===== src/rtl/br_lite_ni.sv =====
// BrLite local network interface: PE requests become router flits on the TX side;
// router deliveries are queued in a first-word-fall-through FIFO on the RX side.
package br_lite_pkg;
  localparam int ADDR_W    = 16;
  localparam int PAYLOAD_W = 16;
  localparam int ID_W      = 8;

  typedef enum logic [1:0] {
    BR_SVC_ALL   = 2'd0,
    BR_SVC_TGT   = 2'd1,
    BR_SVC_CLEAR = 2'd2,
    BR_SVC_MON   = 2'd3
  } br_svc_t;

  typedef struct packed {
    logic [ADDR_W-1:0]    source;
    logic [ADDR_W-1:0]    target;
    br_svc_t              service;
    logic [PAYLOAD_W-1:0] payload;
    logic [ID_W-1:0]      id;
  } br_data_t;

  typedef enum logic [1:0] {TX_IDLE = 2'd0, TX_REQ = 2'd1, TX_WAIT = 2'd2} tx_state_e;
  typedef enum logic {RX_IDLE = 1'b0, RX_ACK = 1'b1} rx_state_e;
endpackage

// Handshakes: PE side uses valid/ready (transfer on the edge where both are high,
// no combinational path from valid to ready); router side uses 4-phase req/ack
// (req rises, ack rises, req falls, ack falls, one transfer per cycle of the four).
module br_lite_ni
  import br_lite_pkg::*;
#(
  parameter logic [ADDR_W-1:0] ADDRESS  = '0,
  parameter int                RX_DEPTH = 4
) (
  input  logic                 clk_i,
  input  logic                 rst_i,
  input  logic                 tx_valid_i,
  output logic                 tx_ready_o,
  input  br_svc_t              tx_service_i,
  input  logic [ADDR_W-1:0]    tx_target_i,
  input  logic [PAYLOAD_W-1:0] tx_payload_i,
  output logic                 br_req_o,
  input  logic                 br_ack_i,
  output br_data_t             br_flit_o,
  input  logic                 br_busy_i,
  input  logic                 br_req_i,
  output logic                 br_ack_o,
  input  br_data_t             br_flit_i,
  output logic                 rx_valid_o,
  input  logic                 rx_ready_i,
  output br_data_t             rx_data_o,
  output logic [7:0]           rx_clear_cnt_o,
  output tx_state_e            tx_state_o,
  output rx_state_e            rx_state_o
);
  localparam int AW    = $clog2(RX_DEPTH);
  localparam int CNT_W = AW + 1;

  tx_state_e            tx_state_q, tx_state_d;
  logic                 br_req_q, br_req_d;
  br_data_t             br_flit_q, br_flit_d;
  logic [ID_W-1:0]      id_cnt_q, id_cnt_d;

  rx_state_e            rx_state_q, rx_state_d;
  logic                 br_ack_q, br_ack_d;
  logic [7:0]           clr_cnt_q, clr_cnt_d;

  br_data_t             mem_q [RX_DEPTH];
  br_data_t             mem_d [RX_DEPTH];
  logic [AW-1:0]        wr_ptr_q, wr_ptr_d;
  logic [AW-1:0]        rd_ptr_q, rd_ptr_d;
  logic [CNT_W-1:0]     count_q, count_d;
  logic                 push;
  logic                 pop;

  assign tx_ready_o     = (tx_state_q == TX_IDLE) && !br_busy_i;
  assign br_req_o       = br_req_q;
  assign br_flit_o      = br_flit_q;
  assign br_ack_o       = br_ack_q;
  assign rx_clear_cnt_o = clr_cnt_q;
  assign rx_valid_o     = (count_q != '0);
  assign rx_data_o      = mem_q[rd_ptr_q];
  assign pop            = rx_valid_o && rx_ready_i;
  assign tx_state_o     = tx_state_q;
  assign rx_state_o     = rx_state_q;

  always_comb begin
    tx_state_d = tx_state_q;
    br_req_d   = br_req_q;
    br_flit_d  = br_flit_q;
    id_cnt_d   = id_cnt_q;
    case (tx_state_q)
      TX_IDLE: begin
        // Services other than ALL/TGT are swallowed without consuming an id.
        if (tx_valid_i && tx_ready_o &&
            (tx_service_i == BR_SVC_ALL || tx_service_i == BR_SVC_TGT)) begin
          br_flit_d.source  = ADDRESS;
          br_flit_d.target  = tx_target_i;
          br_flit_d.service = tx_service_i;
          br_flit_d.payload = tx_payload_i;
          br_flit_d.id      = id_cnt_q;
          br_req_d          = 1'b1;
          tx_state_d        = TX_REQ;
        end
      end
      TX_REQ: begin
        if (br_ack_i) begin
          br_req_d   = 1'b0;
          id_cnt_d   = id_cnt_q + 1'b1;
          tx_state_d = TX_WAIT;
        end
      end
      TX_WAIT: begin
        if (!br_ack_i) tx_state_d = TX_IDLE;
      end
      default: tx_state_d = TX_IDLE;
    endcase
  end

  always_comb begin
    rx_state_d = rx_state_q;
    br_ack_d   = br_ack_q;
    clr_cnt_d  = clr_cnt_q;
    push       = 1'b0;
    case (rx_state_q)
      RX_IDLE: begin
        if (br_req_i) begin
          if (br_flit_i.service == BR_SVC_CLEAR) begin
            if (clr_cnt_q != 8'hFF) clr_cnt_d = clr_cnt_q + 8'd1;
            br_ack_d   = 1'b1;
            rx_state_d = RX_ACK;
          end else if (count_q < CNT_W'(RX_DEPTH)) begin
            // Uses the registered count, so a pop this cycle cannot free a slot.
            push       = 1'b1;
            br_ack_d   = 1'b1;
            rx_state_d = RX_ACK;
          end
        end
      end
      RX_ACK: begin
        if (!br_req_i) begin
          br_ack_d   = 1'b0;
          rx_state_d = RX_IDLE;
        end
      end
      default: rx_state_d = RX_IDLE;
    endcase
  end

  always_comb begin
    mem_d    = mem_q;
    wr_ptr_d = wr_ptr_q;
    rd_ptr_d = rd_ptr_q;
    count_d  = count_q;
    if (push) begin
      mem_d[wr_ptr_q] = br_flit_i;
      wr_ptr_d        = wr_ptr_q + 1'b1;
    end
    if (pop) rd_ptr_d = rd_ptr_q + 1'b1;
    case ({push, pop})
      2'b10:   count_d = count_q + CNT_W'(1);
      2'b01:   count_d = count_q - CNT_W'(1);
      default: count_d = count_q;
    endcase
  end

  always_ff @(posedge clk_i or posedge rst_i) begin
    if (rst_i) begin
      tx_state_q <= TX_IDLE;
      br_req_q   <= 1'b0;
      br_flit_q  <= '0;
      id_cnt_q   <= '0;
      rx_state_q <= RX_IDLE;
      br_ack_q   <= 1'b0;
      clr_cnt_q  <= '0;
      mem_q      <= '{default: '0};
      wr_ptr_q   <= '0;
      rd_ptr_q   <= '0;
      count_q    <= '0;
    end else begin
      tx_state_q <= tx_state_d;
      br_req_q   <= br_req_d;
      br_flit_q  <= br_flit_d;
      id_cnt_q   <= id_cnt_d;
      rx_state_q <= rx_state_d;
      br_ack_q   <= br_ack_d;
      clr_cnt_q  <= clr_cnt_d;
      mem_q      <= mem_d;
      wr_ptr_q   <= wr_ptr_d;
      rd_ptr_q   <= rd_ptr_d;
      count_q    <= count_d;
    end
  end
endmodule

===== config.mk =====
export PLATFORM = sky130hd
export DESIGN_NAME = br_lite_ni
export DESIGN_NICKNAME = d
export VERILOG_FILES = /design/src/rtl/br_lite_ni.sv
export SDC_FILE = /design/constraint.sdc
export NUM_CORES = 1
export LEC_CHECK = 0
export BUFFER_PORTS_ARGS = -buffer_cell sky130_fd_sc_hd__buf_4
export CAP_MARGIN = 15
export CORE_ASPECT_RATIO = 2
export CORE_MARGIN = 8
export CORE_UTILIZATION = 35
export CTS_CLUSTER_DIAMETER = 80
export DETAILED_ROUTE_END_ITERATION = 6
export GPL_TIMING_DRIVEN = 0
export PLACE_DENSITY = 0.6
export SETUP_SLACK_MARGIN = 0.3
export SYNTH_ARGS = -nofsm -noshare
export SYNTH_HDL_FRONTEND = slang
export SYNTH_SLANG_ARGS = --single-unit

===== constraint.sdc =====
create_clock -name clk_i -period 9.81 [get_ports clk_i]
set_input_delay 0 -clock clk_i [delete_from_list [all_inputs] [get_ports clk_i]]
set_output_delay 0 -clock clk_i [all_outputs]
set_load 0.02 [all_outputs]

### Yosys cells after proc, flatten, opt, wreduce, memory -nomap -nowiden

Cells that the tools add are included.

| word-level totals | value |
|---|---|
| bits in registers | 302 |
| input bits | 99 |
| output and inout bits | 131 |
| word-level logic and storage cells | 104 |

| operators by class | value |
|---|---|
| add/sub/neg operators | 6 |
| magnitude comparators | 4 |
| equality and inequality tests | 13 |
| multiplexer cells | 27 |
| bitwise gates (word level) | 3 |
| reduce and logical (&&, ||, !) cells | 18 |

Operators with widths:

| kind | number |
|---|---|
| $bwmux 232 | 1 |
| $mux 58 | 3 |
| $bmux 58 s2 | 1 |
| $demux 58 s2 | 1 |
| $add 8x1->8 const B | 2 |
| $mux 1 | 13 |
| $reduce_and 3->1 | 3 |
| $ne 2x2->1 const B | 4 |
| $ne 8x8->1 const B | 1 |
| $eq 2x1->1 const B | 3 |
| $eq 2x2->1 const B | 3 |
| $ge 3x3->1 const B | 2 |
| $mux 2 | 3 |
| $not 2->3 | 2 |
| $pmux 1 s2 | 3 |
| $pmux 2 s3 | 1 |
| $pmux 3 s2 | 1 |
| $logic_and 1x1->1 | 5 |
| $add 2x1->2 const B | 2 |
| $logic_not 2->1 | 2 |
| $reduce_and 2->1 | 2 |
| $reduce_and 4->1 | 1 |
| $reduce_bool 2->1 | 2 |
| $add 3x1->3 const B | 1 |
| 9 further kinds | 9 |

### Logic depth before layout (Yosys ltp)

Gate-level depths: netlist of the first run.

| depth | value |
|---|---|
| word-level depth | 7 |
| mapped depth | 10 |
| mapped depth without buffers | 9 |

### Worst setup path before layout of the first run

Ideal clock, no wire load.

| timing | value |
|---|---|
| path kind | reg-to-reg |
| from | register tx_state_q[0], in the netlist tx_state_o[0] |
| to | register br_flit_q, in the netlist br_flit_o[0] |
| data arrival time | 1.925 ns |
| setup slack | 7.761 ns |
| stages on the path, launching flop included | 5 |
| buffers on the path | 1 |
| period minus slack after synthesis | 2.049 ns |
| path through | dfrtp_1 > nor3_1 > nand3b_1 > buf_2 > mux2_2 |

| on the way | value |
|---|---|
| word-level cells in the longest chain between the ends | 5 |

Ends and longest elaborated chain:

| element | line | text |
|---|---|---|
| from (decl) | 60 | `tx_state_e tx_state_q, tx_state_d;` |
| from (signal assigned) | 182 | `tx_state_q <= tx_state_d;` |
| $logic_not 2->1 | 77 | `assign tx_ready_o = (tx_state_q == TX_IDLE) && !br_busy_i;` |
| $logic_and 1x1->1 | 77 |  |
| via tx_ready_o | 39 | `output logic tx_ready_o,` |
| $logic_and 1x1->1 (2 in series) | 96 | `if (tx_valid_i && tx_ready_o &&` |
| $reduce_and 2->1 (no source line) | n/a |  |
| to (signal assigned) | 184 | `br_flit_q <= br_flit_d;` |
| to (decl) | 62 | `br_data_t br_flit_q, br_flit_d;` |

The timed path passes the listed nets, and every way through them passes these cells.
A chain may end at the register's enable or synchronous reset.

==> results.sh, run 1 <==
export IMPL_max_slew_margin_rel_pct=52.4
export IMPL_worst_setup_path_start_kind="flip-flop"
export IMPL_grt_pass1_vias=9107
export IMPL_cts_tree="yes"
export IMPL_fin_crit_sh_pct=28.6
export IMPL_die_area_mm2=0.0449
export IMPL_top_level_ports=230
export IMPL_worst_slack_ns=7.00
export IMPL_critical_path_top_delay_family="buffers and inverters"
export IMPL_gp_congestion=0.720
export IMPL_nFillCells=3341
export IMPL_synth_top_cell_area_share_pct=56.7
export IMPL_port_buffers=213
export IMPL_setup_worst_path_class="reg -> out"
export IMPL_slew_viol_final=0
export IMPL_drive_gt1_share_pct=56.0
export IMPL_status="complete, no violations"
export IMPL_clkSlewWorstSetupHoldPaths_ns=0.07
export IMPL_ys_seq_area_share_pct=56.7
export IMPL_antenna_found_initial=0
export IMPL_nNetsFinal=1257
export IMPL_vias=7869
export IMPL_period_needed_ns=2.81
export IMPL_worstMarginPinSlew_ns=0.714
export IMPL_endpoint_kind="output port"
export IMPL_wl_per_cell_um=19.9
export IMPL_grt_max_degree=126
export IMPL_cts_sinks=302
export IMPL_drc=0
export IMPL_n_antenna_cell=0
export IMPL_cap_viol_max_count=0
export IMPL_critPathRequiredTime_ns=9.81
export IMPL_row_count=101
export IMPL_syn_area_mm2=0.0133
export IMPL_r2r_cells=8
export IMPL_synth_flop_cell="dfrtp_1"
export IMPL_finalClockSkew_ns=0.0162
export IMPL_ctsRootBufferMaster="clkbuf_16"
export IMPL_rsz0062_at_grt="no"
export IMPL_grt_overflow_total=0
export IMPL_antenna_left=0
export IMPL_clk_latency_ns=0.57
export IMPL_cpMostUsedCell="clkbuf_1"
export IMPL_path_depth=5
export IMPL_layout_area_seq_mm2=0.00756
export IMPL_p_per_area_mw_per_mm2=323
export IMPL_drt_iter0_markers=156
export IMPL_async_flop_share_pct=100
export IMPL_via_per_inst=4.81
export IMPL_reg2reg_slack_ns=7.72
export IMPL_syn_mean_instance_area_um2=16.8
export IMPL_hold_viol=0
export IMPL_start_util_pct=35.2
export IMPL_multi_input_area_mm2=0.00537
export IMPL_irDropWorstVdd_mv=0.183
export IMPL_regToRegEndpoint="count_q[2]$_DFFE_PP0P_"
export IMPL_synth_warnings=0
export IMPL_grt_use_total_pct=14.9
export IMPL_critPathSlowestCell="clkbuf_1"
export IMPL_synth_edf_count=0
export IMPL_coreArea_mm2=0.0378
export IMPL_synth_area_leaders="dfrtp_1 57%, mux2_2 16%, mux4_2 9.8%"
export IMPL_holdWs_ns=0.0635
export IMPL_max_freq_mhz=356
export IMPL_dp_slack_ns=7.54
export IMPL_worstHoldPathType="in -> async"
export IMPL_p_total_mw=5.68
export IMPL_htreeDepth=1
export IMPL_synth_area_leader_cell="dfrtp_1"
export IMPL_synth_cells=792
export IMPL_cts_buffers=30
export IMPL_critPathBufInv=4
export IMPL_setup_viol=0
export IMPL_areaGrowthSynthToFinish_pct=32.1
export IMPL_wirelength_um=32500
export IMPL_ys_seq_elements=302
export IMPL_arrival_ns=2.81
export IMPL_timing_rr_start="count_q[2]$_DFFE_PP0P_"
export IMPL_post_cts_buffers=0
export IMPL_cp_max_fo=10
export IMPL_drtPass1Iterations=4
export IMPL_yosysUniqueCellTypes=30
export IMPL_path_cells="clkbuf_1, clkbuf_1, buf_2, mux4_2, buf_4"
export IMPL_hpwl_um=22700
export IMPL_die_w_um=154
export IMPL_die_h_um=292
export IMPL_slowest_delay_ns=0.60
export IMPL_grt_pass1_wl_um=53000
export IMPL_cts_buffer_depth=3
export IMPL_p_leak_nw=8.39
timing repair:
action / 4_1_cts / 5_1_grt
resized for setup: 0 / 0
hold buffers: 96 / 0
endpoints found under the hold margin: 354 / 0
placed cells by master, fill, tap and decap left out, types with 8 or more instances in the layout:
cell type,count
dfrtp_1,302
buf_4,229
mux2_2,195
dlygate4sd3_1,96
mux2_4,80
mux4_2,58
clkbuf_16,31
buf_2,23
conb_1,16
buf_6,13
clkbuf_1,11
nand2_1,11
xnor2_1,11
inv_1,10
nor2_1,8
clkbuf_8,8
metal layers:
| layer | up-vias | global-route usage [%] | part of all wire (%) |
|---|---|---|---|
| met5 | - | 0 | 0 |
| met4 | 0 | 4.16 | 1.7 |
| met3 | 33 | 3.30 | 5.3 |
| met2 | 182 | 27.9 | 55 |
| met1 | 4094 | 16.4 | 38 |
| li1 | 3560 | - | - |
worst min-delay path, stage by stage:
cell and delay (ns):
dlygate4sd3_1 0.54, buf_4 0.15, inv_8 0.40
kinds of logic (layout without fill, tap and decap cells):
group,after synthesis,after routing,share of synthesized area (%)
adder cells (fa/ha/maj),8,8,0.808
other,1,16,0.0282
XOR/XNOR,18,18,1.18
buffers and inverters,70,435,3.37
AO/OA/AOI/OAI,10,10,0.395
flip-flops,302,302,56.7
AND/OR/NAND/NOR,49,49,2.08
multiplexers,334,334,35.4
how the worst max path moves through the flow:
stage / end / slack, ns / startpoint
after floorplan: br_ack_o$_DFFE_PP0P_ / 1.46 / rst_i
after global placement: mem_q[94]$_DFFE_PP0P_ / -2.12 / rst_i
after detailed placement: rx_data_o[38] / 7.54 / rd_ptr_q[1]$_DFFE_PP0P_
after CTS: rx_data_o[38] / 6.88 / rd_ptr_q[1]$_DFFE_PP0P_
after global routing: rx_data_o[38] / 6.81 / rd_ptr_q[1]$_DFFE_PP0P_
final: rx_data_o[38] / 7.00 / rd_ptr_q[1]$_DFFE_PP0P_
synth_stat cells, drive strengths merged, types with 2 or more instances:
cell type  number
nand3b          2
nand2b          3
a21oi           4
nand2          15
mux4           58
o21ai           5
and2            2
and3            3
clkbuf          7
nor3            2
nand3           7
buf            52
mux2          275
ha              7
xor2            7
xnor2          11
nor2            8
nand4           5
inv            11
dfrtp         302
report_power, final:
part,switching (mW),total (mW),internal (mW)
sequential,0.287,2.08,1.79
combinational,1.07,2.41,1.34
clock,0.500,1.19,0.689
state kept, by name, summed over array words and instances (netlist names):
register        count
mem_q             232
br_ack_o            1
count_q             3
wr_ptr_q            2
rx_clear_cnt_o      8
tx_state_o          2
rd_ptr_q            2
br_flit_o          42
id_cnt_q            8
rx_state_o          1
br_req_o            1
metrics by stage:
step,setup TNS (ns),instances,util (%),area [µm²]
4_1_cts,0,1635,46.6,17600
6_report,0,1635,46.6,17600
3_3_place_gp,-621.23,1483,41.2,15600
2_1_floorplan,0,807,-,13400
5_1_grt,0,1635,46.6,17600
3_5_place_dp,0,1485,41.3,15600
area by class of cell:
| type | instances | share of cell area, % |
|---|---|---|
| Multi-Input combinational cell | 435 | 30.5 |
| Tap cell | 463 | 3.29 |
| Timing Repair Buffer | 311 | 14.9 |
| Clock inverter | 11 | 0.640 |
| Clock buffer | 43 | 5.12 |
| Sequential cell | 302 | 43.0 |
| Inverter | 11 | 0.277 |
| Buffer | 59 | 2.32 |
No activity file was read; power rests on OpenSTA's default activity.
==> inputs of run 2 (changes only) <==
--- a/config.mk
+++ b/config.mk
@@ -5,6 +5,7 @@
 export SDC_FILE = /design/constraint.sdc
 export NUM_CORES = 1
 export LEC_CHECK = 0
+export ABC_AREA = 1
 export BUFFER_PORTS_ARGS = -buffer_cell sky130_fd_sc_hd__buf_4
 export CAP_MARGIN = 15
 export CORE_ASPECT_RATIO = 2
==> constraint.sdc (replaced) <==
create_clock -name clk_i -period 2.9 [get_ports clk_i]
set_input_delay 0 -clock clk_i [delete_from_list [all_inputs] [get_ports clk_i]]
set_output_delay 0 -clock clk_i [all_outputs]
set_load 0.02 [all_outputs]
==> run 2 against run 1 <==
Effect of this change:
- global-route usage is 4.4 points higher
- first-iteration DRC count grew to 4.3 times the previous value
- combinational power increased to 3.5 times the previous value
==> results.sh, run 2 <==
export IMPL_port_buffers=213
export IMPL_layout_area_seq_mm2=0.00756
export IMPL_top_level_ports=230
export IMPL_grt_pass1_vias=12600
export IMPL_drt_iter0_markers=665
export IMPL_hold_viol=0
export IMPL_grt_overflow_total=0
export IMPL_ys_top_cells_by_count="407 x nand2_1, 302 x dfrtp_1, 201 x o21ai_0"
export IMPL_regMostFlops="mem_q"
export IMPL_syn_mean_instance_area_um2=8.73
export IMPL_largest_reg_flops=232
export IMPL_max_slew_margin_rel_pct=54.5
export IMPL_wl_per_cell_um=18.3
export IMPL_grt_max_degree=44
export IMPL_path_cells="inv_1, clkbuf_2, buf_2, o21ai_0, o22ai_1, buf_4"
export IMPL_holdWs_ns=0.0505
export IMPL_synth_edf_count=0
export IMPL_final_common_cell="nand2_1"
export IMPL_rsz0062_at_grt="no"
export IMPL_arrival_ns=2.52
export IMPL_synth_area_leader_cell="dfrtp_1"
export IMPL_drtPass1Iterations=5
export IMPL_die_h_um=290
export IMPL_final_cells=2354
export IMPL_status="complete, no violations"
export IMPL_start_util_pct=35.4
export IMPL_finalClockSkew_ns=0.0184
export IMPL_place_area_mm2=0.0156
export IMPL_async_flop_share_pct=100
export IMPL_max_freq_mhz=396
export IMPL_cts_tree="yes"
export IMPL_worstHoldPathType="in -> async"
export IMPL_reg2reg_slack_ns=0.72
export IMPL_regToRegEndpoint="count_q[2]$_DFFE_PP0P_"
export IMPL_antenna_left=0
export IMPL_grt_pass1_wl_um=68800
export IMPL_htreeDepth=1
export IMPL_gp_congestion=0.819
export IMPL_r2r_cells=10
export IMPL_die_area_mm2=0.0444
export IMPL_coreArea_mm2=0.0372
export IMPL_via_per_inst=5.04
export IMPL_yosysUniqueCellTypes=26
export IMPL_worst_slack_ns=0.378
export IMPL_die_w_um=153
export IMPL_cts_buffers=28
export IMPL_fin_crit_sh_pct=87.0
export IMPL_synth_warnings=0
export IMPL_cp_max_fo=10
export IMPL_grt_use_total_pct=19.3
export IMPL_worst_setup_path_start_kind="flip-flop"
export IMPL_synth_cells=1506
export IMPL_areaGrowthSynthToFinish_pct=33.2
export IMPL_synth_area_leaders="dfrtp_1 57%, nand2_1 12%, o21ai_0 7.6%"
export IMPL_ys_seq_elements=302
export IMPL_post_cts_buffers=0
export IMPL_dp_slack_ns=0.716
export IMPL_endpoint_kind="output port"
export IMPL_n_antenna_cell=0
export IMPL_ys_seq_area_share_pct=57.5
export IMPL_multi_input_area_mm2=0.00467
export IMPL_cts_buffer_depth=3
export IMPL_drc=0
export IMPL_nNetsFinal=1981
export IMPL_irDropWorstVdd_mv=0.588
export IMPL_clkSlewWorstSetupHoldPaths_ns=0.07
export IMPL_period_needed_ns=2.52
export IMPL_synth_flop_cell="dfrtp_1"
export IMPL_placed_cells=2201
export IMPL_row_count=100
export IMPL_ctsRootBufferMaster="clkbuf_16"
export IMPL_syn_area_mm2=0.0132
export IMPL_timing_rr_start="count_q[2]$_DFFE_PP0P_"
export IMPL_p_total_mw=19.1
export IMPL_critPathRequiredTime_ns=2.90
export IMPL_fin_area_mm2=0.0175
export IMPL_synth_most_common_cell="nand2_1"
export IMPL_nFillCells=3536
export IMPL_p_leak_nw=8.64
export IMPL_drive_gt1_share_pct=17.9
export IMPL_vias=11900
export IMPL_critPathSlowestCell="dfrtp_1"
export IMPL_slowest_delay_ns=0.49
export IMPL_p_per_area_mw_per_mm2=1090
export IMPL_setup_worst_path_class="reg -> out"
export IMPL_cts_sinks=302
export IMPL_antenna_found_initial=1
export IMPL_slew_viol_final=0
export IMPL_setup_viol=0
export IMPL_clk_latency_ns=0.56
export IMPL_wirelength_um=43100
export IMPL_cap_viol_max_count=0
export IMPL_worstMarginPinSlew_ns=0.683
export IMPL_hpwl_um=31100
export IMPL_layout_common_cells="407 x nand2_1, 302 x dfrtp_1, 230 x buf_4, 201 x o21ai_0, 160 x o21ai_1"
export IMPL_synth_top_cell_area_share_pct=57.5
[run 2: changes by cell type in the layout (fill, tap and decap cells not counted), sizes merged, moves of 6 or more]
cell | before | now
dlygate4sd3 | 96 | 102
nand3 | 7 | 18
o21ai | 5 | 361
buf | 267 | 276
mux4 | 58 | 0
clkbuf | 50 | 100
nor2 | 8 | 131
nand2 | 15 | 410
xnor2 | 11 | 4
inv | 12 | 91
o22ai | 0 | 58
mux2 | 275 | 0
[run 2: area by class of cell]
type                    count  share of cell area, %
plain buffers             109                   3.76
clock buffers              46                   4.96
clock inverters             5                  0.328
inverters                  91                   1.97
multi-input cells        1019                   26.7
flip-flops and latches    302                   43.1
well taps                 459                   3.28
repair buffers            323                   15.9
[run 2: per-stage QoR]
step / utilization, % / TNS [ns]
floorplan: - / -336.74
global placement: 41.4 / -877.72
detailed placement: 41.9 / 0
CTS: 47.1 / 0
global route: 47.2 / 0
finish: 47.2 / 0
[run 2: per-layer routing]
| metal | share of wire [%] | track usage (%) | up-vias |
|---|---|---|---|
| li1 | - | - | 5616 |
| met1 | 36 | 20.2 | 5722 |
| met2 | 53 | 35.8 | 420 |
| met3 | 6.6 | 4.11 | 93 |
| met4 | 4.1 | 8.88 | 2 |
| met5 | 0.030 | 0 | - |
[run 2: repair_timing]
action / 4_1_cts / 5_1_grt
cloned: 0 / 0
hold buffers: 102 / 0
endpoints found under the setup margin: 10 / 6
gates resized for setup: 6 / 4
hold endpoints to repair: 383 / 0
[run 2: report_power, final]
| part | internal, mW | total [mW] | switching [mW] |
|---|---|---|---|
| sequential | 5.92 | 6.88 | 0.965 |
| clock | 2.13 | 3.74 | 1.61 |
| combinational | 3.21 | 8.43 | 5.22 |
| total | 11.3 | 19.1 | 7.79 |
[run 2: how the worst max path moves through the flow]
stage | start | to | slack (ns) | depth (start not counted)
after global routing | rd_ptr_q[0]$_DFFE_PP0P_ | rx_data_o[41] | 0.31 | 7
after CTS | rd_ptr_q[0]$_DFFE_PP0P_ | rx_data_o[40] | 0.33 | 7
after floorplan | rst_i | br_ack_o$_DFFE_PP0P_ | -1.12 | 1
after detailed placement | rd_ptr_q[1]$_DFFE_PP0P_ | rx_data_o[50] | 0.72 | 5
after global placement | rst_i | mem_q[225]$_DFFE_PP0P_ | -2.96 | 2
final | rd_ptr_q[1]$_DFFE_PP0P_ | rx_data_o[50] | 0.38 | 6
[run 2: logic make-up after synthesis]
logic type                 synth area share [%]
DFF                                        57.5
xor gates and xnor gates                  0.666
adders and majority gates                 0.818
AOI/OAI and AO/OA                          16.6
other                                    0.0285
and+or+nand+nor                            16.9
buffers and inverters                      7.51
[run 2: worst max-delay path: cells and delay by family, from the launching register on]
kind | cells | cell delay, ns
compound gates | 2 | 0.45
buf+inv | 4 | 1.02
flops | 1 | 0.49
==> inputs of run 3 (changes only) <==
--- a/config.mk
+++ b/config.mk
@@ -10,11 +10,11 @@
 export CAP_MARGIN = 15
 export CORE_ASPECT_RATIO = 2
 export CORE_MARGIN = 8
-export CORE_UTILIZATION = 35
+export CORE_UTILIZATION = 56
 export CTS_CLUSTER_DIAMETER = 80
 export DETAILED_ROUTE_END_ITERATION = 6
 export GPL_TIMING_DRIVEN = 0
-export PLACE_DENSITY = 0.6
+export PLACE_DENSITY = 0.86
 export SETUP_SLACK_MARGIN = 0.3
 export SYNTH_ARGS = -nofsm -noshare
 export SYNTH_HDL_FRONTEND = slang
==> constraint.sdc (replaced) <==
create_clock -name clk_i -period 2.9 [get_ports clk_i]
set_input_delay 0 -clock clk_i [delete_from_list [all_inputs] [get_ports clk_i]]
set_output_delay 0 -clock clk_i [all_outputs]
set_load 0.05 [all_outputs]
==> run 3 against run 2 <==
Effect of this change:
- combinational power increased by 27%
- global-route usage is 8.9 points higher
- utilization grew 27 points
- flip-flop and latch count did not move
- register-to-register slack better by 0.08 ns
- first-iteration DRC count is 99% higher
- non-clock buffer count unchanged
- clock power fell by 8.0%
- clock skew fell by 0.011 ns
- die area shrank 35%
- hold slack better by 0.039 ns
- routed wire length down 3.9%
- highest routed layer is now met4
==> results.sh, run 3 (same netlist as run 2, synthesis figures left out) <==
export IMPL_worstMarginPinSlew_ns=0.634
export IMPL_p_per_area_mw_per_mm2=1230
export IMPL_vias=12300
export IMPL_coreArea_mm2=0.0231
export IMPL_rsz0062_at_grt="no"
export IMPL_grt_pass1_wl_um=66400
export IMPL_finalClockSkew_ns=0.00767
export IMPL_cts_sinks=302
export IMPL_nNetsFinal=1979
export IMPL_top_level_ports=230
export IMPL_wirelength_um=41400
export IMPL_final_cells=2175
export IMPL_r2r_cells=10
export IMPL_period_needed_ns=2.56
export IMPL_die_area_mm2=0.0289
export IMPL_grt_overflow_total=0
export IMPL_worstHoldPathType="in -> async"
export IMPL_final_common_cell="nand2_1"
export IMPL_grt_max_degree=45
export IMPL_areaGrowthSynthToFinish_pct=30.6
export IMPL_sequentialPowerShare_pct=33.0
export IMPL_cap_viol_max_count=0
export IMPL_max_slew_margin_rel_pct=57.7
export IMPL_cts_tree="yes"
export IMPL_die_w_um=124
export IMPL_internal_power_mw=11.0
export IMPL_drive_gt1_share_pct=17.7
export IMPL_cts_buffer_depth=3
export IMPL_cpMostUsedCell="buf_2"
export IMPL_power_frac_clock_pct=16.3
export IMPL_hold_viol=0
export IMPL_fin_crit_sh_pct=88.2
export IMPL_clkSlewWorstSetupHoldPaths_ns=0.07
export IMPL_setup_worst_path_class="reg -> out"
export IMPL_antenna_left=0
export IMPL_port_buffers=213
export IMPL_pwr_share_comb_pct=50.7
export IMPL_die_h_um=233
export IMPL_regMostFlops="mem_q"
export IMPL_drc=0
export IMPL_slowest_delay_ns=0.52
export IMPL_clk_latency_ns=0.55
export IMPL_gp_congestion=0.886
export IMPL_regToRegEndpoint="count_q[2]$_DFFE_PP0P_"
export IMPL_antenna_found_initial=0
export IMPL_post_cts_buffers=0
export IMPL_slew_viol_final=0
export IMPL_holdWs_ns=0.0899
export IMPL_swShare_pct=47.8
export IMPL_worst_setup_path_start_kind="flip-flop"
export IMPL_p_leak_nw=8.58
export IMPL_arrival_ns=2.56
export IMPL_htreeDepth=1
export IMPL_critPathRequiredTime_ns=2.90
export IMPL_drtPass1Iterations=6
export IMPL_row_count=79
export IMPL_hpwl_um=28100
export IMPL_cp_max_fo=10
export IMPL_status="complete, no violations"
export IMPL_setup_viol=0
export IMPL_p_total_mw=21.1
export IMPL_drt_iter0_markers=1326
export IMPL_wl_per_cell_um=19.0
export IMPL_max_freq_mhz=391
export IMPL_path_cells="buf_2, buf_2, clkbuf_1, nor2_1, o22ai_1, buf_4"
export IMPL_placed_cells=2025
export IMPL_largest_reg_flops=232
export IMPL_p_switching_mw=10.1
export IMPL_start_util_pct=56.9
export IMPL_cts_buffers=26
export IMPL_grt_use_total_pct=28.1
export IMPL_timing_rr_start="count_q[2]$_DFFE_PP0P_"
export IMPL_ctsRootBufferMaster="clkbuf_16"
export IMPL_critPathSlowestCell="clkbuf_1"
export IMPL_reg2reg_slack_ns=0.80
export IMPL_irDropWorstVdd_mv=1.03
export IMPL_via_per_inst=5.67
export IMPL_grt_pass1_vias=13100
export IMPL_layout_common_cells="407 x nand2_1, 302 x dfrtp_1, 230 x buf_4, 201 x o21ai_0, 160 x o21ai_1"
export IMPL_endpoint_kind="output port"
==> run 3: cell count changes in the layout (fill, tap and decap cells not counted), sizes merged <==
cell	delta
clkbuf	-11
clkinv	+5
clkinvlp	+1
diode	+2
==> run 3: what timing repair did <==
action | 4_1_cts | 5_1_grt
resized for setup | 1 | 6
hold buffers | 102 | 0
setup endpoints to repair | 1 | 7
hold endpoints to repair | 384 | 0
==> run 3: layout make-up <==
class                   count  area [µm²]
inverters                  91         345
diodes                      2        5.00
fillers                  1576        5950
repair buffers            323        2780
flip-flops and latches    302        7560
plain buffers             109         656
clock inverters            11        90.1
well taps                 283         354
multi-input cells        1019        4660
clock buffers              35         726
==> run 3: worst max-delay path: cells and delay by family, from the launching register on <==
family          cells  cell delay (ns)
flops               1             0.32
compound gates      1             0.27
buf+inv             4             1.32
simple gates        1             0.09
==> run 3: routing by layer <==
layer	up-vias	GRT usage [%]	share of wire [%]
li1	5615	-	-
met1	5951	29.0	35
met2	619	51.1	53
met3	149	6.52	7.3
met4	0	16.3	5.0
met5	-	0	0
==> run 3: how the worst max path moves through the flow <==
stage	from	end	slack, ns	depth (start not counted)
6_report	rd_ptr_q[0]$_DFFE_PP0P_	rx_data_o[11]	0.34	6
3_5_place_dp	count_q[2]$_DFFE_PP0P_	count_q[2]$_DFFE_PP0P_	0.83	10
5_1_grt	rd_ptr_q[0]$_DFFE_PP0P_	rx_data_o[42]	0.31	7
4_1_cts	rd_ptr_q[1]$_DFFE_PP0P_	rx_data_o[48]	0.34	6
3_3_place_gp	rst_i	mem_q[221]$_DFFE_PP0P_	-2.59	2
2_1_floorplan	rst_i	br_ack_o$_DFFE_PP0P_	-1.12	1
==> run 3: power by group through the flow <==
stage,Combinational [mW],Sequential [mW],Clock (mW)
2_1_floorplan,6.62,7.35,0
3_3_place_gp,10.2,6.86,0
3_5_place_dp,10.4,6.92,0
4_1_cts,10.6,6.89,3.43
5_1_grt,11.4,7.12,3.60
6_report,10.7,6.96,3.44
==> run 3: stage by stage <==
step / cell area, µm² / TNS [ns] / worst slack (ns) / utilization (%)
after floorplan: 13200 / -336.74 / -1.12 / -
after CTS: 17200 / 0 / 0.335 / 74.2
after detailed placement: 15300 / 0 / 0.826 / 66.3
after global placement: 15200 / -770.96 / -2.59 / 65.6
final: 17200 / 0 / 0.342 / 74.3
after global routing: 17200 / 0 / 0.313 / 74.2
